## src/rtl/npr_arbiter.sv

```systemverilog
// npr_arbiter: round-robin sharing of one Unibus NPR master port among NREQ requesters.
// Define NPR_ARBITER_BURST_EN to allow up to 4 transfers per bus tenure.
module npr_arbiter #(
    parameter int NREQ    = 4,
    parameter int DESKEW  = 15,
    parameter int TIMEOUT = 1000
) (
    input  logic                 CLOCK,
    input  logic                 RESET,
    input  logic [NREQ-1:0]      req,
    input  logic [NREQ*18-1:0]   req_addr,
    input  logic [NREQ*2-1:0]    req_ctl,
    input  logic [NREQ*16-1:0]   req_wdata,
    output logic [NREQ-1:0]      ack,
    output logic [15:0]          rdata,
    output logic                 nxm,
    input  logic                 init_in_h,
    output logic                 npr_out_h,
    input  logic                 npg_in_h,
    output logic                 sack_out_h,
    input  logic                 bbsy_in_h,
    output logic                 bbsy_out_h,
    output logic [17:0]          a_out_h,
    output logic [1:0]           c_out_h,
    output logic [15:0]          d_out_h,
    output logic                 msyn_out_h,
    input  logic                 ssyn_in_h,
    input  logic [15:0]          d_in_h
);

    localparam int SW   = (NREQ > 1) ? $clog2(NREQ) : 1;
    localparam int CMAX = (TIMEOUT > DESKEW) ? TIMEOUT : DESKEW;
    localparam int CW   = $clog2(CMAX + 2);

`ifdef NPR_ARBITER_BURST_EN
    localparam logic [1:0] BURST_LAST = 2'd3;
`else
    localparam logic [1:0] BURST_LAST = 2'd0;
`endif

    localparam logic [2:0] ST_IDLE     = 3'd0;
    localparam logic [2:0] ST_REQBUS   = 3'd1;
    localparam logic [2:0] ST_WAITBUS  = 3'd2;
    localparam logic [2:0] ST_SETUP    = 3'd3;
    localparam logic [2:0] ST_WAITSSYN = 3'd4;
    localparam logic [2:0] ST_RELEASE  = 3'd5;
    localparam logic [2:0] ST_ACK      = 3'd6;

    logic [2:0]      state_q, state_d;
    logic [SW-1:0]   ptr_q, ptr_d;
    logic [SW-1:0]   sel_q, sel_d;
    logic [17:0]     addr_q, addr_d;
    logic [1:0]      ctl_q, ctl_d;
    logic [15:0]     wdata_q, wdata_d;
    logic [CW-1:0]   cnt_q, cnt_d;
    logic [1:0]      burst_q, burst_d;
    logic            npr_q, npr_d;
    logic            sack_q, sack_d;
    logic            bbsy_q, bbsy_d;
    logic [17:0]     a_q, a_d;
    logic [1:0]      c_q, c_d;
    logic [15:0]     d_q, d_d;
    logic            msyn_q, msyn_d;
    logic [NREQ-1:0] ack_q, ack_d;
    logic [15:0]     rdata_q, rdata_d;
    logic            nxm_q, nxm_d;

    logic [SW-1:0]   pick_s;
    logic [SW-1:0]   op_idx_s;
    logic [17:0]     op_addr_s;
    logic [1:0]      op_ctl_s;
    logic [15:0]     op_wdata_s;

    // First set request at or above p, wrapping; the just-served index sits lowest.
    function automatic logic [SW-1:0] rr_pick(input logic [NREQ-1:0] r, input logic [SW-1:0] p);
        logic [SW-1:0] idx;
        logic          found;
        int            j;
        idx   = p;
        found = 1'b0;
        for (int i = 0; i < NREQ; i++) begin
            j = (int'(p) + i) % NREQ;
            if (!found && r[j]) begin
                found = 1'b1;
                idx   = SW'(j);
            end else begin
                found = found;
            end
        end
        return idx;
    endfunction

    function automatic logic [SW-1:0] ptr_after(input logic [SW-1:0] s);
        return SW'((int'(s) + 1) % NREQ);
    endfunction

    assign pick_s     = rr_pick(req, ptr_q);
    assign op_idx_s   = (state_q == ST_IDLE) ? pick_s : sel_q;
    assign op_addr_s  = req_addr[int'(op_idx_s)*18 +: 18];
    assign op_ctl_s   = req_ctl[int'(op_idx_s)*2 +: 2];
    assign op_wdata_s = req_wdata[int'(op_idx_s)*16 +: 16];

    // Next-state and bus-signal sequencing.
    always_comb begin
        state_d = state_q;
        ptr_d   = ptr_q;
        sel_d   = sel_q;
        addr_d  = addr_q;
        ctl_d   = ctl_q;
        wdata_d = wdata_q;
        cnt_d   = cnt_q;
        burst_d = burst_q;
        npr_d   = npr_q;
        sack_d  = sack_q;
        bbsy_d  = bbsy_q;
        a_d     = a_q;
        c_d     = c_q;
        d_d     = d_q;
        msyn_d  = msyn_q;
        ack_d   = '0;
        rdata_d = rdata_q;
        nxm_d   = nxm_q;
        case (state_q)
            ST_IDLE: begin
                if (|req) begin
                    sel_d   = pick_s;
                    ptr_d   = ptr_after(pick_s);
                    addr_d  = op_addr_s;
                    ctl_d   = op_ctl_s;
                    wdata_d = op_wdata_s;
                    npr_d   = 1'b1;
                    state_d = ST_REQBUS;
                end else begin
                    state_d = ST_IDLE;
                end
            end
            ST_REQBUS: begin
                if (npg_in_h) begin
                    sack_d  = 1'b1;
                    state_d = ST_WAITBUS;
                end else begin
                    state_d = ST_REQBUS;
                end
            end
            ST_WAITBUS: begin
                if (!npg_in_h && !bbsy_in_h && !ssyn_in_h) begin
                    bbsy_d  = 1'b1;
                    npr_d   = 1'b0;
                    a_d     = addr_q;
                    c_d     = ctl_q;
                    d_d     = ctl_q[1] ? wdata_q : 16'h0000;
                    cnt_d   = CW'(DESKEW);
                    burst_d = 2'd0;
                    state_d = ST_SETUP;
                end else begin
                    state_d = ST_WAITBUS;
                end
            end
            ST_SETUP: begin
                // Firing on the last count keeps MSYN exactly DESKEW cycles behind the address.
                if (cnt_q <= CW'(1)) begin
                    msyn_d  = 1'b1;
                    sack_d  = 1'b0;
                    cnt_d   = CW'(TIMEOUT);
                    state_d = ST_WAITSSYN;
                end else begin
                    cnt_d = cnt_q - CW'(1);
                end
            end
            ST_WAITSSYN: begin
                if (ssyn_in_h) begin
                    rdata_d = ctl_q[1] ? 16'h0000 : d_in_h;
                    nxm_d   = 1'b0;
                    msyn_d  = 1'b0;
                    state_d = ST_RELEASE;
                end else if (cnt_q <= CW'(1)) begin
                    rdata_d = 16'h0000;
                    nxm_d   = 1'b1;
                    msyn_d  = 1'b0;
                    state_d = ST_RELEASE;
                end else begin
                    cnt_d = cnt_q - CW'(1);
                end
            end
            ST_RELEASE: begin
                if (nxm_q || !ssyn_in_h) begin
                    a_d          = 18'h00000;
                    c_d          = 2'b00;
                    d_d          = 16'h0000;
                    ack_d[sel_q] = 1'b1;
                    bbsy_d       = (burst_q != BURST_LAST);
                    state_d      = ST_ACK;
                end else begin
                    state_d = ST_RELEASE;
                end
            end
            ST_ACK: begin
                // bbsy still held here only while a burst may continue.
                if (bbsy_q && req[sel_q]) begin
                    addr_d  = op_addr_s;
                    ctl_d   = op_ctl_s;
                    wdata_d = op_wdata_s;
                    a_d     = op_addr_s;
                    c_d     = op_ctl_s;
                    d_d     = op_ctl_s[1] ? op_wdata_s : 16'h0000;
                    cnt_d   = CW'(DESKEW);
                    burst_d = burst_q + 2'd1;
                    state_d = ST_SETUP;
                end else begin
                    bbsy_d  = 1'b0;
                    state_d = ST_IDLE;
                end
            end
            default: begin
                state_d = ST_IDLE;
            end
        endcase
    end

    // State registers; RESET and Unibus INIT both abort to IDLE.
    always_ff @(posedge CLOCK) begin
        if (RESET || init_in_h) begin
            state_q <= ST_IDLE;
            ptr_q   <= '0;
            sel_q   <= '0;
            addr_q  <= 18'h00000;
            ctl_q   <= 2'b00;
            wdata_q <= 16'h0000;
            cnt_q   <= '0;
            burst_q <= 2'd0;
            npr_q   <= 1'b0;
            sack_q  <= 1'b0;
            bbsy_q  <= 1'b0;
            a_q     <= 18'h00000;
            c_q     <= 2'b00;
            d_q     <= 16'h0000;
            msyn_q  <= 1'b0;
            ack_q   <= '0;
            rdata_q <= 16'h0000;
            nxm_q   <= 1'b0;
        end else begin
            state_q <= state_d;
            ptr_q   <= ptr_d;
            sel_q   <= sel_d;
            addr_q  <= addr_d;
            ctl_q   <= ctl_d;
            wdata_q <= wdata_d;
            cnt_q   <= cnt_d;
            burst_q <= burst_d;
            npr_q   <= npr_d;
            sack_q  <= sack_d;
            bbsy_q  <= bbsy_d;
            a_q     <= a_d;
            c_q     <= c_d;
            d_q     <= d_d;
            msyn_q  <= msyn_d;
            ack_q   <= ack_d;
            rdata_q <= rdata_d;
            nxm_q   <= nxm_d;
        end
    end

    assign ack        = ack_q;
    assign rdata      = rdata_q;
    assign nxm        = nxm_q;
    assign npr_out_h  = npr_q;
    assign sack_out_h = sack_q;
    assign bbsy_out_h = bbsy_q;
    assign a_out_h    = a_q;
    assign c_out_h    = c_q;
    assign d_out_h    = d_q;
    assign msyn_out_h = msyn_q;

endmodule

```

## config.mk

```make
export PLATFORM = sky130hd
export DESIGN_NAME = npr_arbiter
export DESIGN_NICKNAME = d
export VERILOG_FILES = /design/src/rtl/npr_arbiter.sv
export SDC_FILE = /design/constraint.sdc
export NUM_CORES = 1
export LEC_CHECK = 0
export BUFFER_PORTS_ARGS = -buffer_cell sky130_fd_sc_hd__buf_2
export CAP_MARGIN = 10
export CELL_PAD_IN_SITES_DETAIL_PLACEMENT = 0
export CELL_PAD_IN_SITES_GLOBAL_PLACEMENT = 1
export CORE_UTILIZATION = 32
export DETAILED_ROUTE_END_ITERATION = 10
export PLACE_DENSITY_LB_ADDON = 0.15
export SYNTH_ARGS = -nofsm -noshare
export SYNTH_HDL_FRONTEND = slang
export SYNTH_SLANG_ARGS = --single-unit
```

## constraint.sdc

```tcl
create_clock -name CLOCK -period 2.3 [get_ports CLOCK]
set_input_delay 0.345 -clock CLOCK [delete_from_list [all_inputs] [get_ports CLOCK]]
set_output_delay 0.345 -clock CLOCK [all_outputs]
set_load 0.005 [all_outputs]
```

=== Word-level counts from Yosys, hierarchy flattened ===
Cells that the tools add are included.

* Muxes and demuxes: 78
* Equal/unequal tests: 16
* Order comparisons: 7
* $mul: 1
* Add/sub/neg operators: 6
* Reductions and logical operators: 41
* Shift-type cells: 3
* Bitwise logic cells: 5

{| class="wikitable"
|+ Operators with widths
! operator !! count
|-
| 2-to-1 mux 16 bit || 10
|-
| 2-to-1 mux 18 bit || 4
|-
| variable part select 72 x 8 -> 18 bit || 1
|-
| variable part select 64 x 7 -> 16 bit || 1
|-
| one-hot mux 18 bit (3 select lines) || 1
|-
| 2-to-1 mux 10 bit || 5
|-
| one-hot mux 16 bit (3 select lines) || 1
|-
| one-hot mux 10 bit (4 select lines) || 1
|-
| one-hot mux 18 bit (2 select lines) || 1
|-
| one-hot mux 16 bit (2 select lines) || 1
|-
| 2-to-1 mux 2 bit || 13
|-
| 2-to-1 mux 1 bit || 24
|-
| one-hot mux 3 bit (7 select lines) || 1
|-
| != test 2 bit (second input constant) || 8
|-
| AND reduction 3 bit || 5
|-
| nonzero test 2 bit || 7
|-
| less-than comparator 3 x 4 -> 1 bit (second input constant) || 3
|-
| binary-select mux 1 bit (select 2 bit) || 5
|-
| <= comparator 10 x 1 -> 1 bit (second input constant) || 1
|-
| subtractor 10 x 1 -> 10 bit (second input constant) || 1
|-
| equality test 3 bit (second input constant) || 3
|-
| 2-to-1 mux 3 bit || 3
|-
| one-hot mux 2 bit (2 select lines) || 2
|-
| AND reduction 4 bit || 2
|-
| 27 further kinds || 53
|}

* Output and inout bits: 61
* Register bits after elaboration: 116

=== Depth between registers and ports, before layout ===
Gate-level depths: netlist of the first run.

* Depth after elaboration: 19
* Gate-level depth with buffers: 10
* Depth with buffers taken out: 9

=== Worst setup path after synthesis of the first run ===
OpenSTA, ideal clock, no wires.

* Kind: input to register
* Start point: input req[3]
* End point: register d_q[15], in the netlist d_out_h[15]
* Setup time: 123 ps
* Stages: 10
* Arrival time: 2316 ps
* Setup slack: -138 ps
* Path through: clkbuf_2 and3b_1 or4_1 a31oi_1 buf_2 buf_4 mux2i_1 mux2i_1 a221oi_1 nor2_1

* Cells in the longest elaborated chain, start to end: 17
* Elaborated cells on any way between the ends: 34
* Those cells by class: 1 x eq/ne; 2 x shift; 23 x mux; 8 x reduce/logical

{| class="wikitable"
|+ Ends and longest elaborated chain
! what !! line !! source
|-
| start: declaration || 10 || <nowiki>input logic [NREQ-1:0] req,</nowiki>
|-
| binary-select mux 1 bit (select 2 bit) || 83 || <nowiki>if (!found && r[j]) begin</nowiki>
|-
| 2-to-1 mux 1 bit (not written as such) || 83 ||
|-
| 2-to-1 mux 1 bit || 83 ||
|-
| zero test 1 bit || 83 ||
|-
| logical AND 1 bit || 83 ||
|-
| 2-to-1 mux 1 bit || 83 ||
|-
| zero test 1 bit || 83 ||
|-
| logical AND 1 bit || 83 ||
|-
| 2-to-1 mux 1 bit || 83 ||
|-
| zero test 1 bit || 83 ||
|-
| logical AND 1 bit || 83 ||
|-
| 2-to-1 mux 2 bit || 83 ||
|-
| 2-to-1 mux 2 bit || 98 || <nowiki>assign op_idx_s = (state_q == ST_IDLE) ? pick_s : sel_q;</nowiki>
|-
| variable part select 64 x 7 -> 16 bit or variable part select 8 x 4 -> 2 bit (tied branches) || 101, 100 ||
|-
| 2-to-1 mux 16 bit || 205 || <nowiki>d_d = op_ctl_s[1] ? op_wdata_s : 16'h0000;</nowiki>
|-
| 2-to-1 mux 16 bit || 199 || <nowiki>if (bbsy_q && req[sel_q]) begin</nowiki>
|-
| one-hot mux 16 bit (3 select lines) || 123 || <nowiki>case (state_q)</nowiki>
|-
| end signal: assignment || 236 || <nowiki>d_q <= 16'h0000;</nowiki>
|-
| end signal: assignment || 255 || <nowiki>d_q <= d_d;</nowiki>
|-
| end: declaration || 62 || <nowiki>logic [15:0] d_q, d_d;</nowiki>
|}

Several ways; a longest one is shown, not always the timed one. The select of a mux whose other input is x is not followed.
A chain may end at the register's enable or synchronous reset.

=== Final worst setup path of the first run ===
* Start point: register ptr_q[1]
* End point: register d_q[15], in the netlist d_out_h[15]

* Cells in the longest elaborated chain, start to end: 17
* Elaborated cells on any way between the ends: 32
* Those cells by class: 3 x add/sub; 2 x shift; 21 x mux; 6 x reduce/logical

{| class="wikitable"
|+ Ends and longest elaborated chain
! what !! line !! source
|-
| start: declaration || 50 || <nowiki>logic [SW-1:0] ptr_q, ptr_d;</nowiki>
|-
| start signal: assignment || 243 || <nowiki>ptr_q <= ptr_d;</nowiki>
|-
| adder 2 x 1 -> 2 bit or binary-select mux 1 bit (select 2 bit) (tied branches) || 82, 83 ||
|-
| binary-select mux 1 bit (select 2 bit) or 2-to-1 mux 1 bit (tied branches) || 83 ||
|-
| 2-to-1 mux 1 bit (not written as such) || 83 ||
|-
| 2-to-1 mux 1 bit (not written as such) or zero test 1 bit (tied branches) || 83 ||
|-
| logical AND 1 bit || 83 ||
|-
| 2-to-1 mux 1 bit || 83 ||
|-
| zero test 1 bit || 83 ||
|-
| logical AND 1 bit || 83 ||
|-
| 2-to-1 mux 1 bit || 83 ||
|-
| zero test 1 bit || 83 ||
|-
| logical AND 1 bit || 83 ||
|-
| 2-to-1 mux 2 bit (*) || 83 ||
|-
| 2-to-1 mux 2 bit (*) || 98 ||
|-
| variable part select 64 x 7 -> 16 bit or variable part select 8 x 4 -> 2 bit (tied branches) || 101, 100 ||
|-
| 2-to-1 mux 16 bit (*) || 205 ||
|-
| 2-to-1 mux 16 bit (*) || 199 ||
|-
| one-hot mux 16 bit (3 select lines) (*) || 123 ||
|}

Mark *: on every way between the ends. The rest lies on a longest branch, timed or not. The select of a mux whose other input is x is not followed.

==> run_results.csv, run 1 <==
group,metric,value,unit
status,run_status,"finished, violations left",
status,violated_checks,"DRC, setup timing",
sta,achievable-frequency,416.0,MHz
logic_synthesis,synth-async-reset-ratio,0,
power,power.total,6.013,mW
place,hpwlAfterDp,13140,um
global_route,gr-total-overflow,0,
sta,period_minus_ws_final,2.404,ns
clock_tree,cts.sink_count,116,
sta,fin_worst_skew,0.005445,ns
critical_path,endpoint_type_of_the_worst_setup_path,"register",
critical_path,worst_setup_path_startpoint,"ptr_q[1]$_SDFFE_PP0P_",
logic_synthesis,syn-mean-instance-area,9.074,um2
logic_synthesis,synthesis.nets,831,
critical_path,critical_path.reg2reg.startpoint,"ptr_q[1]$_SDFFE_PP0P_",
clock_tree,clock-root-buffer,"sky130_fd_sc_hd__clkbuf_16",
clock_tree,cts_inserted_buffers,17,
place,placement.setup.worst_slack,-0.4109,ns
critical_path,startpoint_type,"register",
drt,drt-initial-drc-count,254,
sta,timing.max_slew.rel_slack,0.3371,
final_layout,flow.area_growth_from_synthesis,48.16,%
clock_tree,cts_max_path_buffers,2,
critical_path,cp-endpoint,"d_out_h[15]$_SDFFE_PP0P_",
sta,timing.setup.tns,-2.105,ns
floorplanning,initial_core_util,0.3290,
min_path,timing.hold.worst.class,"in -> reg",
power,power.density,679.7,nW/um2
critical_path,worst-endpoint-required,2.59,ns
sta,timing.final.setup_violations,43,
power,static-leakage-power,4.231,nW
critical_path,rrSetupSlack,-0.10,ns
sta,post-route-period-util,1.045,
critical_path,critical_path_arrival,2.70,ns
run,max_cap_violations,0,
drt,wl_per_cell,16.42,um
floorplanning,placement_rows,49,
logic_synthesis,ys_types,53,
critical_path,max_stage_delay,0.50,ns
final_layout,final.fill_count,1741,
drt,drtPass1Iterations,9,
min_path,hp-start,"d_in_h[1]",
drt,routed_wl,19200,um
floorplanning,core_region_area,18150,um2
drt,drt-vias-per-instance,5.200,
critical_path,worstPathMaxFanout,14,
final_layout,finalNetCount,1102,
floorplanning,full_die_area,19210,um2
drt,post-route-drc-count,18,
logic_synthesis,synth_area,5971,um2
logic_synthesis,synth_ff_type,"sky130_fd_sc_hd__dfxtp_1",
logic_synthesis,synth.yosys.warnings,0,
global_route,grt_start_max_net_pins,43,
logic_synthesis,synth_enable_flop_cells,0,
floorplanning,die_h,138.6,um
floorplanning,boundaryPins,231,
clock_tree,cts_tree,"yes",
place,buffer_ports.inserted,230,
drt,vias,6079,
sta,max_slew.worst_pin.slew,0.9943,ns
critical_path,path_cells,"and3b_1 -> or4_4 -> a31oi_4 -> buf_12 -> buf_12 -> mux2i_1 -> mux2i_1 -> a221oi_1 -> nor2_1",
place,routabilityCongestion,0.8492,
final_layout,final_core_util,0.4875,
critical_path,worst-setup-path-type,"reg -> reg",
global_route,grt_pass1_wl,30220,um
sta,rsz_0062_raised_after_global_routing,"true",
final_layout,antennaDiodeCount,0,
clock_tree,clk_latency,0.41,ns
final_layout,postLayoutCellArea,8846,um2
logic_synthesis,synth-seq-cells,116,
sta,report.final.slew_viol_count,0,
sta,final_critical_path_setup_slack,-0.1037,ns
power,power.ir.vdd_worst,506.6,uV
global_route,grt_antenna_before_repair,0,
logic_synthesis,synth_cells,658,
critical_path,slowest_stage,"sky130_fd_sc_hd__or4_4",
clock_tree,path_clk_slew,0.05,ns
critical_path,rr_endpoint,"d_out_h[15]$_SDFFE_PP0P_",
clock_tree,cts-hold-fix-buffers,0,
clock_tree,htreeDepth,4,
floorplanning,fp.dieW,138.6,um
global_route,grt.total_usage,0.1977,
global_route,vias_in_the_first_global_route,5895,
place,placement.cell_area,7795,um2
critical_path,ff2ff_path_depth,9,
final_layout,layout-drive-gt1-share,0.4181,
logic_synthesis,post_synthesis_sequential_area_ratio,0.3889,
drt,postRouteAntennaNets,0,
sta,endpoints_failing_hold,0,
==> worst min-delay path by stage <==
stage / endpoint / slack (ns) / cells past startpoint
2_1_floorplan: addr_q[10]$_SDFFE_PP0P_ / 0.45 / 1
3_3_place_gp: addr_q[9]$_SDFFE_PP0P_ / 0.46 / 1
3_5_place_dp: addr_q[9]$_SDFFE_PP0P_ / 0.46 / 1
4_1_cts: rdata[7]$_SDFFE_PP0P_ / 0.16 / 3
5_1_grt: rdata[6]$_SDFFE_PP0P_ / 0.18 / 3
6_report: rdata[1]$_SDFFE_PP0P_ / 0.18 / 3
==> area by class of cell <==
class | count | area (um2) | area share
sequential | 116 | 2323 | 0.2627
tap | 229 | 286.5 | 0.03239
inverter | 7 | 26.28 | 0.002970
timing repair buffer | 302 | 1931 | 0.2182
clock inverter | 9 | 128.9 | 0.01457
clock buffer | 21 | 470.5 | 0.05318
multi-input combinational | 485 | 3680 | 0.4160
==> synthesized netlist by cell type (3+ instances only) <==
cell type | count | area [um2]
sky130_fd_sc_hd__a21oi_1 | 13 | 65.06
sky130_fd_sc_hd__mux2i_1 | 123 | 1231
sky130_fd_sc_hd__inv_1 | 7 | 26.28
sky130_fd_sc_hd__buf_4 | 10 | 75.07
sky130_fd_sc_hd__a22oi_1 | 24 | 180.2
sky130_fd_sc_hd__and3_1 | 3 | 18.77
sky130_fd_sc_hd__clkbuf_1 | 33 | 123.9
sky130_fd_sc_hd__nor2_1 | 99 | 371.6
sky130_fd_sc_hd__nand3_1 | 4 | 20.02
sky130_fd_sc_hd__a22o_1 | 19 | 166.4
sky130_fd_sc_hd__o31ai_1 | 4 | 30.03
sky130_fd_sc_hd__o21ai_0 | 56 | 280.3
sky130_fd_sc_hd__nor4_1 | 6 | 37.54
sky130_fd_sc_hd__a31oi_1 | 6 | 37.54
sky130_fd_sc_hd__nand2b_1 | 5 | 31.28
sky130_fd_sc_hd__nand2_1 | 27 | 101.4
sky130_fd_sc_hd__nor3_1 | 9 | 45.04
sky130_fd_sc_hd__dfxtp_1 | 116 | 2322
sky130_fd_sc_hd__buf_2 | 4 | 20.02
sky130_fd_sc_hd__nor2b_1 | 9 | 56.30
sky130_fd_sc_hd__and2_1 | 4 | 25.02
sky130_fd_sc_hd__ha_1 | 3 | 37.54
sky130_fd_sc_hd__a221oi_1 | 36 | 315.3
==> state kept, by name, indices dropped and copies added (netlist names) <==
name        cells
burst_q         2
a_out_h        18
npr_out_h       1
nxm             1
c_out_h         2
msyn_out_h      1
wdata_q        16
cnt_q          10
ctl_q           2
sel_q           2
ptr_q           2
ack             4
sack_out_h      1
bbsy_out_h      1
addr_q         18
rdata          16
state_q         3
d_out_h        16
==> routing by layer <==
layer  vias to the layer above  routed length [um]  GRT usage
met5                         -                   0          0
met4                         0                 182    0.05736
met3                        17                1338    0.05698
met2                       222                9310     0.3401
met1                      2829                8367     0.2387
li1                       3011                   -          -
==> metrics by stage <==
stage                     hold slack [ns]  std cells
final                              0.1820       1169
after global routing               0.1814       1169
after CTS                          0.1650       1167
after detailed placement           0.4632       1124
after global placement             0.4607       1124
after floorplan                    0.4491        658
==> critical path: cells and delay by family, from the launching register on <==
kind,cells,cell delay (ns)
buffers and inverters,2,0.37
flip-flops,1,0.32
multiplexers,2,0.33
AND/OR/NAND/NOR,3,0.78
AO/OA/AOI/OAI,2,0.47
==> power breakdown <==
| group | switching [mW] | internal (mW) |
|---|---|---|
| registers | 0.0365 | 2.07 |
| clock network | 0.931 | 1.77 |
| logic | 0.565 | 0.641 |
| total | 1.53 | 4.48 |
==> timing repair <==
| item | CTS | global route |
|---|---|---|
| gates cloned | 3 | 1 |
| gates resized for setup | 8 | 48 |
| setup endpoints to repair | 71 | 73 |
| pin swaps | 5 | 14 |
| buffers inserted | 10 | 4 |
==> layout by cell type (no fill, tap or decap), types with 3 or more instances in the layout <==
master and count:
sky130_fd_sc_hd__buf_2 230, sky130_fd_sc_hd__dfxtp_1 115, sky130_fd_sc_hd__mux2i_1 103, sky130_fd_sc_hd__nor2_1 98, sky130_fd_sc_hd__o21ai_0 55, sky130_fd_sc_hd__buf_4 51, sky130_fd_sc_hd__nand2_1 27, sky130_fd_sc_hd__a22oi_1 24
sky130_fd_sc_hd__a221oi_2 23, sky130_fd_sc_hd__mux2i_2 19, sky130_fd_sc_hd__a22o_1 19, sky130_fd_sc_hd__clkbuf_16 18, sky130_fd_sc_hd__a221oi_1 14, sky130_fd_sc_hd__a21oi_1 13, sky130_fd_sc_hd__buf_12 13, sky130_fd_sc_hd__nor2b_1 9
sky130_fd_sc_hd__nor3_1 8, sky130_fd_sc_hd__inv_1 7, sky130_fd_sc_hd__nor4_1 6, sky130_fd_sc_hd__nand2b_1 5, sky130_fd_sc_hd__buf_6 5, sky130_fd_sc_hd__o31ai_1 4, sky130_fd_sc_hd__a31oi_1 4, sky130_fd_sc_hd__and2_1 4
sky130_fd_sc_hd__nand3_1 4, sky130_fd_sc_hd__and3_1 3, sky130_fd_sc_hd__ha_1 3, sky130_fd_sc_hd__clkbuf_8 3, sky130_fd_sc_hd__bufinv_16 3, sky130_fd_sc_hd__clkinv_2 3
==> logic make-up after synthesis <==
group | count (synthesis) | share of synthesized area
buffers and inverters | 57 | 0.04568
AOI/OAI and AO/OA | 178 | 0.2117
muxes | 124 | 0.2100
and+or+nand+nor | 180 | 0.1375
adders and majority gates | 3 | 0.006287
DFF | 116 | 0.3889
(Power assumes the default switching activity.)
==> run 2: changes to the inputs <==
--- a/config.mk
+++ b/config.mk
@@ -9,7 +9,8 @@
 export CAP_MARGIN = 10
 export CELL_PAD_IN_SITES_DETAIL_PLACEMENT = 0
 export CELL_PAD_IN_SITES_GLOBAL_PLACEMENT = 1
-export CORE_UTILIZATION = 32
+export CORE_UTILIZATION = 33
+export CTS_BUF_LIST = sky130_fd_sc_hd__clkbuf_2 sky130_fd_sc_hd__clkbuf_4 sky130_fd_sc_hd__clkbuf_8
 export DETAILED_ROUTE_END_ITERATION = 10
 export PLACE_DENSITY_LB_ADDON = 0.15
 export SYNTH_ARGS = -nofsm -noshare
==> run_results.csv, run 2 (synthesis gave the netlist of run 1 again) <==
group,metric,value,unit
run,max_cap_violations,0,
place,buffer_ports.inserted,230,
sta,timing.setup.tns,-4.366,ns
status,run_status,"finished, violations left",
sta,rsz_0062_raised_after_global_routing,"true",
drt,drt-initial-drc-count,271,
sta,report.final.slew_viol_count,0,
power,power.ir.vdd_worst,363.9,uV
clock_tree,cts-hold-fix-buffers,0,
sta,endpoints_failing_hold,0,
global_route,gr-total-overflow,0,
global_route,grt.total_usage,0.2086,
sta,achievable-frequency,407.5,MHz
global_route,grt.met1_usage,0.2589,
critical_path,worst-setup-path-type,"reg -> reg",
critical_path,critPathMostFrequentCell,"sky130_fd_sc_hd__buf_12",
critical_path,rr_endpoint,"d_out_h[2]$_SDFFE_PP0P_",
sta,final_critical_path_setup_slack,-0.1538,ns
power,static-leakage-power,4.073,nW
clock_tree,htreeDepth,4,
global_route,grt_pass1_wl,29890,um
clock_tree,cts_tree,"yes",
final_layout,final.fill_count,1660,
global_route,vias_in_the_first_global_route,5831,
drt,wl_per_cell,16.76,um
status,violated_checks,"setup timing",
critical_path,critical_path_arrival,2.78,ns
floorplanning,placement_rows,48,
final_layout,seqCellArea,2326,um2
critical_path,ff2ff_path_depth,9,
critical_path,worst_setup_path_startpoint,"ptr_q[1]$_SDFFE_PP0P_",
global_route,grt_antenna_before_repair,0,
final_layout,multi_input_comb_area,3670,um2
critical_path,worstPathMaxFanout,11,
drt,postRouteAntennaNets,0,
global_route,met2_demand_to_capacity_share_in_global_routing,0.3556,
critical_path,critical_path.reg2reg.startpoint,"ptr_q[1]$_SDFFE_PP0P_",
critical_path,path_cells,"and3b_1 -> or4_4 -> a31oi_4 -> buf_12 -> buf_12 -> mux2i_4 -> mux2i_2 -> a221oi_1 -> nor2_1",
floorplanning,full_die_area,18640,um2
final_layout,finalNetCount,1095,
global_route,globalRouteMet3Util,0.04296,
power,power.density,621.0,nW/um2
place,hpwlAfterDp,13500,um
clock_tree,path_clk_slew,0.07,ns
sta,period_minus_ws_final,2.454,ns
critical_path,endpoint_type_of_the_worst_setup_path,"register",
clock_tree,clk_latency,0.44,ns
critical_path,worst-endpoint-required,2.63,ns
floorplanning,initial_core_util,0.3416,
clock_tree,cts.sink_count,116,
drt,post-route-drc-count,0,
clock_tree,cts_max_path_buffers,2,
sta,fin_worst_skew,0.007775,ns
place,placement.cell_area,7734,um2
sta,timing.max_slew.rel_slack,0.4517,
critical_path,max_stage_delay,0.50,ns
critical_path,rrSetupSlack,-0.15,ns
drt,vias,6040,
sta,timing.hold.ws,0.1496,ns
drt,routed_wl,19380,um
floorplanning,core_region_area,17480,um2
final_layout,antennaDiodeCount,0,
drt,drt-vias-per-instance,5.225,
critical_path,slowest_stage,"sky130_fd_sc_hd__or4_4",
floorplanning,fp.dieW,136.5,um
place,routabilityCongestion,0.9070,
clock_tree,clock-root-buffer,"sky130_fd_sc_hd__clkbuf_8",
critical_path,cp-endpoint,"d_out_h[2]$_SDFFE_PP0P_",
final_layout,most-common-layout-cells,"230 x sky130_fd_sc_hd__buf_2, 113 x sky130_fd_sc_hd__dfxtp_1, 104 x sky130_fd_sc_hd__mux2i_1",
critical_path,startpoint_type,"register",
drt,drtPass1Iterations,4,
floorplanning,boundaryPins,231,
sta,post-route-period-util,1.067,
global_route,grt_start_max_net_pins,56,
final_layout,flow.area_growth_from_synthesis,43.19,%
final_layout,layout-drive-gt1-share,0.4103,
floorplanning,die_h,136.5,um
sta,timing.final.setup_violations,58,
min_path,timing.hold.worst.class,"in -> reg",
clock_tree,cts_inserted_buffers,17,
final_layout,leading_cell_type_in_the_layout_fill_and_taps_excluded,"sky130_fd_sc_hd__buf_2",
global_route,grt_most_used_layer,"met2",
final_layout,postLayoutCellArea,8549,um2
sta,max_slew.worst_pin.slew,0.8224,ns
==> run 2: layer usage <==
metal | vias to the layer above | part of all wire | routed length (um)
li1 | 2960 | - | -
met1 | 2837 | 0.43 | 8320
met2 | 224 | 0.49 | 9524
met3 | 19 | 0.067 | 1290
met4 | 0 | 0.012 | 240
met5 | - | 0 | 0
==> run 2: worst min-delay path by stage <==
stage,startpoint,slack [ns],end,depth (start not counted)
floorplan,addr_q[10]$_SDFFE_PP0P_,0.45,addr_q[10]$_SDFFE_PP0P_,1
global placement,addr_q[15]$_SDFFE_PP0P_,0.46,addr_q[15]$_SDFFE_PP0P_,1
detailed placement,ctl_q[0]$_SDFFE_PP0P_,0.47,ctl_q[0]$_SDFFE_PP0P_,1
CTS,d_in_h[12],0.12,rdata[12]$_SDFFE_PP0P_,3
global route,d_in_h[7],0.14,rdata[7]$_SDFFE_PP0P_,3
finish,d_in_h[12],0.15,rdata[12]$_SDFFE_PP0P_,3
==> run 2: final cells by class <==
| cell class | count | area share |
|---|---|---|
| clock buffers | 24 | 0.03790 |
| multi-input cells | 485 | 0.4292 |
| repair buffers | 295 | 0.2137 |
| flip-flops and latches | 116 | 0.2721 |
| inverters | 7 | 0.003073 |
| well taps | 225 | 0.03293 |
| clock inverters | 4 | 0.01112 |
==> run 2: what timing repair did <==
action | 4_1_cts | 5_1_grt
cloned | 1 | 0
buffers inserted | 6 | 4
endpoints found under the setup margin | 76 | 78
pin swaps | 2 | 5
gates resized for setup | 18 | 38
==> run 2: report_power, final <==
group          internal, mW  switching (mW)
Clock                  1.23           0.803
Sequential             2.07          0.0358
Combinational         0.616           0.555
==> run 2: per-stage QoR <==
stage / std cells / power, mW / worst slack, ns / utilization
global route: 1156 / 5.556 / -0.2601 / 0.4892
CTS: 1152 / 5.300 / -0.1183 / 0.4763
finish: 1156 / 5.309 / -0.1538 / 0.4892
global placement: 1117 / 3.148 / -0.3331 / 0.4425
floorplan: 658 / 2.777 / -0.01015 / -
detailed placement: 1117 / 3.175 / -0.3786 / 0.4425
==> run 2: worst max-delay path: cells and delay by family, from the launching register on <==
family	cells	cell delay, ns
and+or+nand+nor	3	0.74
AOI/OAI and AO/OA	2	0.52
muxes	2	0.38
buffers and inverters	2	0.35
DFF	1	0.33
==> run 3: changes to the inputs <==
--- a/config.mk
+++ b/config.mk
@@ -5,13 +5,13 @@
 export SDC_FILE = /design/constraint.sdc
 export NUM_CORES = 1
 export LEC_CHECK = 0
-export BUFFER_PORTS_ARGS = -buffer_cell sky130_fd_sc_hd__buf_2
 export CAP_MARGIN = 10
 export CELL_PAD_IN_SITES_DETAIL_PLACEMENT = 0
 export CELL_PAD_IN_SITES_GLOBAL_PLACEMENT = 1
-export CORE_UTILIZATION = 33
+export CORE_UTILIZATION = 36
 export CTS_BUF_LIST = sky130_fd_sc_hd__clkbuf_2 sky130_fd_sc_hd__clkbuf_4 sky130_fd_sc_hd__clkbuf_8
 export DETAILED_ROUTE_END_ITERATION = 10
+export DONT_BUFFER_PORTS = 1
 export PLACE_DENSITY_LB_ADDON = 0.15
 export SYNTH_ARGS = -nofsm -noshare
 export SYNTH_HDL_FRONTEND = slang
==> constraint.sdc (replaced) <==
create_clock -name CLOCK -period 2.5 [get_ports CLOCK]
set_input_delay 0.375 -clock CLOCK [delete_from_list [all_inputs] [get_ports CLOCK]]
set_output_delay 0.375 -clock CLOCK [all_outputs]
set_load 0.005 [all_outputs]
==> run_results.csv, run 3 (synthesis gave the netlist of run 1 again) <==
group,metric,value,unit
power,share_comb_of_total_power,0.175,
critical_path,worst-setup-path-type,"reg -> reg",
floorplanning,die_h,130.8,um
sta,endpoints_failing_hold,0,
global_route,gr-total-overflow,0,
min_path,hold_path_depth,2,
sta,final_critical_path_setup_slack,0.04749,ns
status,run_status,"finished clean",
power,static-leakage-power,2.964,nW
floorplanning,initial_core_util,0.3718,
place,hpwlAfterDp,11300,um
sta,timing.final.setup_violations,0,
floorplanning,placement_rows,46,
drt,wl_per_cell,19.18,um
place,placed_cells,857,
critical_path,critPathMostFrequentCell,"sky130_fd_sc_hd__buf_12",
power,power.density,647.8,nW/um2
final_layout,postLayoutCellArea,7071,um2
drt,route.met3.wl,1247,um
sta,timing.setup.tns,0,ns
clock_tree,cts_inserted_buffers,17,
global_route,grt_pass1_wl,25760,um
sta,rsz_0062_raised_after_global_routing,"true",
power,power.total,4.580,mW
clock_tree,cts.sink_count,116,
drt,post-route-drc-count,0,
final_layout,final-instance-count-excl-fill,892,
critical_path,rrSetupSlack,0.05,ns
critical_path,critical_path_arrival,2.77,ns
power,power_report.internal_total,3.361,mW
global_route,grt.total_usage,0.1975,
min_path,timing.hold.worst.class,"in -> reg",
critical_path,path_buf_inv,3,
min_path,worstHoldEndpoint,"rdata[11]$_SDFFE_PP0P_",
drt,maxUsedRoutingLayer,"met4",
sta,period_minus_ws_final,2.453,ns
place,placement.setup.worst_slack,-0.1214,ns
floorplanning,full_die_area,17100,um2
sta,timing.hold.ws,0.1056,ns
sta,timing.max_slew.rel_slack,0.3267,
power,clockPowerShare,0.402,
sta,post-route-period-util,0.9810,
place,buffer_ports.inserted,0,
final_layout,final_core_util,0.4403,
critical_path,worstPathMaxFanout,17,
final_layout,layout-drive-gt1-share,0.1672,
clock_tree,cts_max_path_buffers,2,
min_path,hp-start,"d_in_h[11]",
final_layout,leading_cell_type_in_the_layout_fill_and_taps_excluded,"sky130_fd_sc_hd__mux2i_1",
sta,report.final.slew_viol_count,0,
final_layout,flow.area_growth_from_synthesis,18.42,%
floorplanning,fp.dieW,130.8,um
sta,max_slew.worst_pin.slew,1.010,ns
run,max_cap_violations,0,
critical_path,cpLargestDelayFamily,"simple AND/OR/NAND/NOR gates",
critical_path,path_cells,"and3b_1 -> or4_4 -> a31oi_4 -> buf_12 -> buf_4 -> o221a_4 -> a211oi_4 -> buf_12 -> a221oi_1 -> nor2_1",
critical_path,slowest_stage,"sky130_fd_sc_hd__or4_4",
drt,postRouteAntennaNets,0,
floorplanning,core_region_area,16060,um2
clock_tree,clock-root-buffer,"sky130_fd_sc_hd__clkbuf_8",
critical_path,rr_endpoint,"d_out_h[8]$_SDFFE_PP0P_",
drt,met2_wirelength,8259,um
place,routabilityCongestion,0.7827,
sta,fin_worst_skew,0.01376,ns
global_route,grt_antenna_before_repair,0,
power,power.ir.vdd_worst,310.9,uV
sta,achievable-frequency,407.7,MHz
final_layout,antennaDiodeCount,0,
critical_path,endpoint_type_of_the_worst_setup_path,"register",
power,portion_of_total_power_attributed_to_sequential_cells,0.423,
drt,drt-initial-drc-count,223,
place,placement.cell_area,6397,um2
clock_tree,cts_tree,"yes",
clock_tree,path_clk_slew,0.07,ns
clock_tree,clk_latency,0.44,ns
drt,drt-met1-wl,7328,um
clock_tree,htreeDepth,4,
critical_path,startpoint_type,"register",
drt,vias,5144,
floorplanning,boundaryPins,231,
final_layout,most-common-layout-cells,"120 x sky130_fd_sc_hd__mux2i_1, 114 x sky130_fd_sc_hd__dfxtp_1, 98 x sky130_fd_sc_hd__nor2_1",
critical_path,worst-endpoint-required,2.82,ns
drt,drt-vias-per-instance,5.767,
critical_path,ff2ff_path_depth,10,
global_route,vias_in_the_first_global_route,5026,
final_layout,finalNetCount,837,
drt,drtPass1Iterations,5,
global_route,grt_start_max_net_pins,56,
drt,routed_wl,17110,um
power,switching_power,1.219,mW
power,sw_frac_of_total,0.2662,
critical_path,critical_path.reg2reg.startpoint,"ptr_q[1]$_SDFFE_PP0P_",
critical_path,max_stage_delay,0.51,ns
run 3: worst max-delay path by stage:
stage | startpoint | end | slack [ns] | cells after the start
floorplan | req[3] | d_out_h[15]$_SDFFE_PP0P_ | 0.03 | 10
global placement | req[3] | a_out_h[17]$_SDFFE_PP0P_ | -0.006 | 9
detailed placement | req[0] | d_out_h[15]$_SDFFE_PP0P_ | -0.12 | 9
CTS | ptr_q[1]$_SDFFE_PP0P_ | d_out_h[10]$_SDFFE_PP0P_ | 0.003 | 9
global route | ptr_q[1]$_SDFFE_PP0P_ | a_out_h[3]$_SDFFE_PP0P_ | -0.03 | 9
finish | ptr_q[1]$_SDFFE_PP0P_ | d_out_h[8]$_SDFFE_PP0P_ | 0.05 | 10
run 3: per-layer routing:
metal  global-route usage  vias to the layer above
li1                     -                     2464
met1               0.2333                     2426
met2               0.3445                      234
met3              0.05822                       20
met4              0.05882                        0
met5                    0                        -
run 3: power groups by stage:
stage                     Clock [mW]  Combinational, mW  Sequential, mW
after global placement             0              0.715            1.97
after CTS                       1.90              0.772            1.93
after detailed placement           0              0.735            1.97
final                           1.84              0.802            1.94
after global routing            1.98              0.874            1.94
after floorplan                    0              0.568            1.96
run 3: what timing repair did:
item | in CTS | in global routing
cloned | 1 | 0
pin swaps | 0 | 1
setup buffers | 2 | 0
hold buffers | 0 | 0
gates resized for setup | 2 | 33
setup endpoints to repair | 15 | 44
run 3: layout make-up:
class	count	area, um2
well taps	216	270.3
clock inverters	9	127.6
fillers	1568	8987
clock buffers	22	290.3
multi-input cells	485	3607
flip-flops and latches	116	2325
inverters	7	26.28
repair buffers	37	424.2
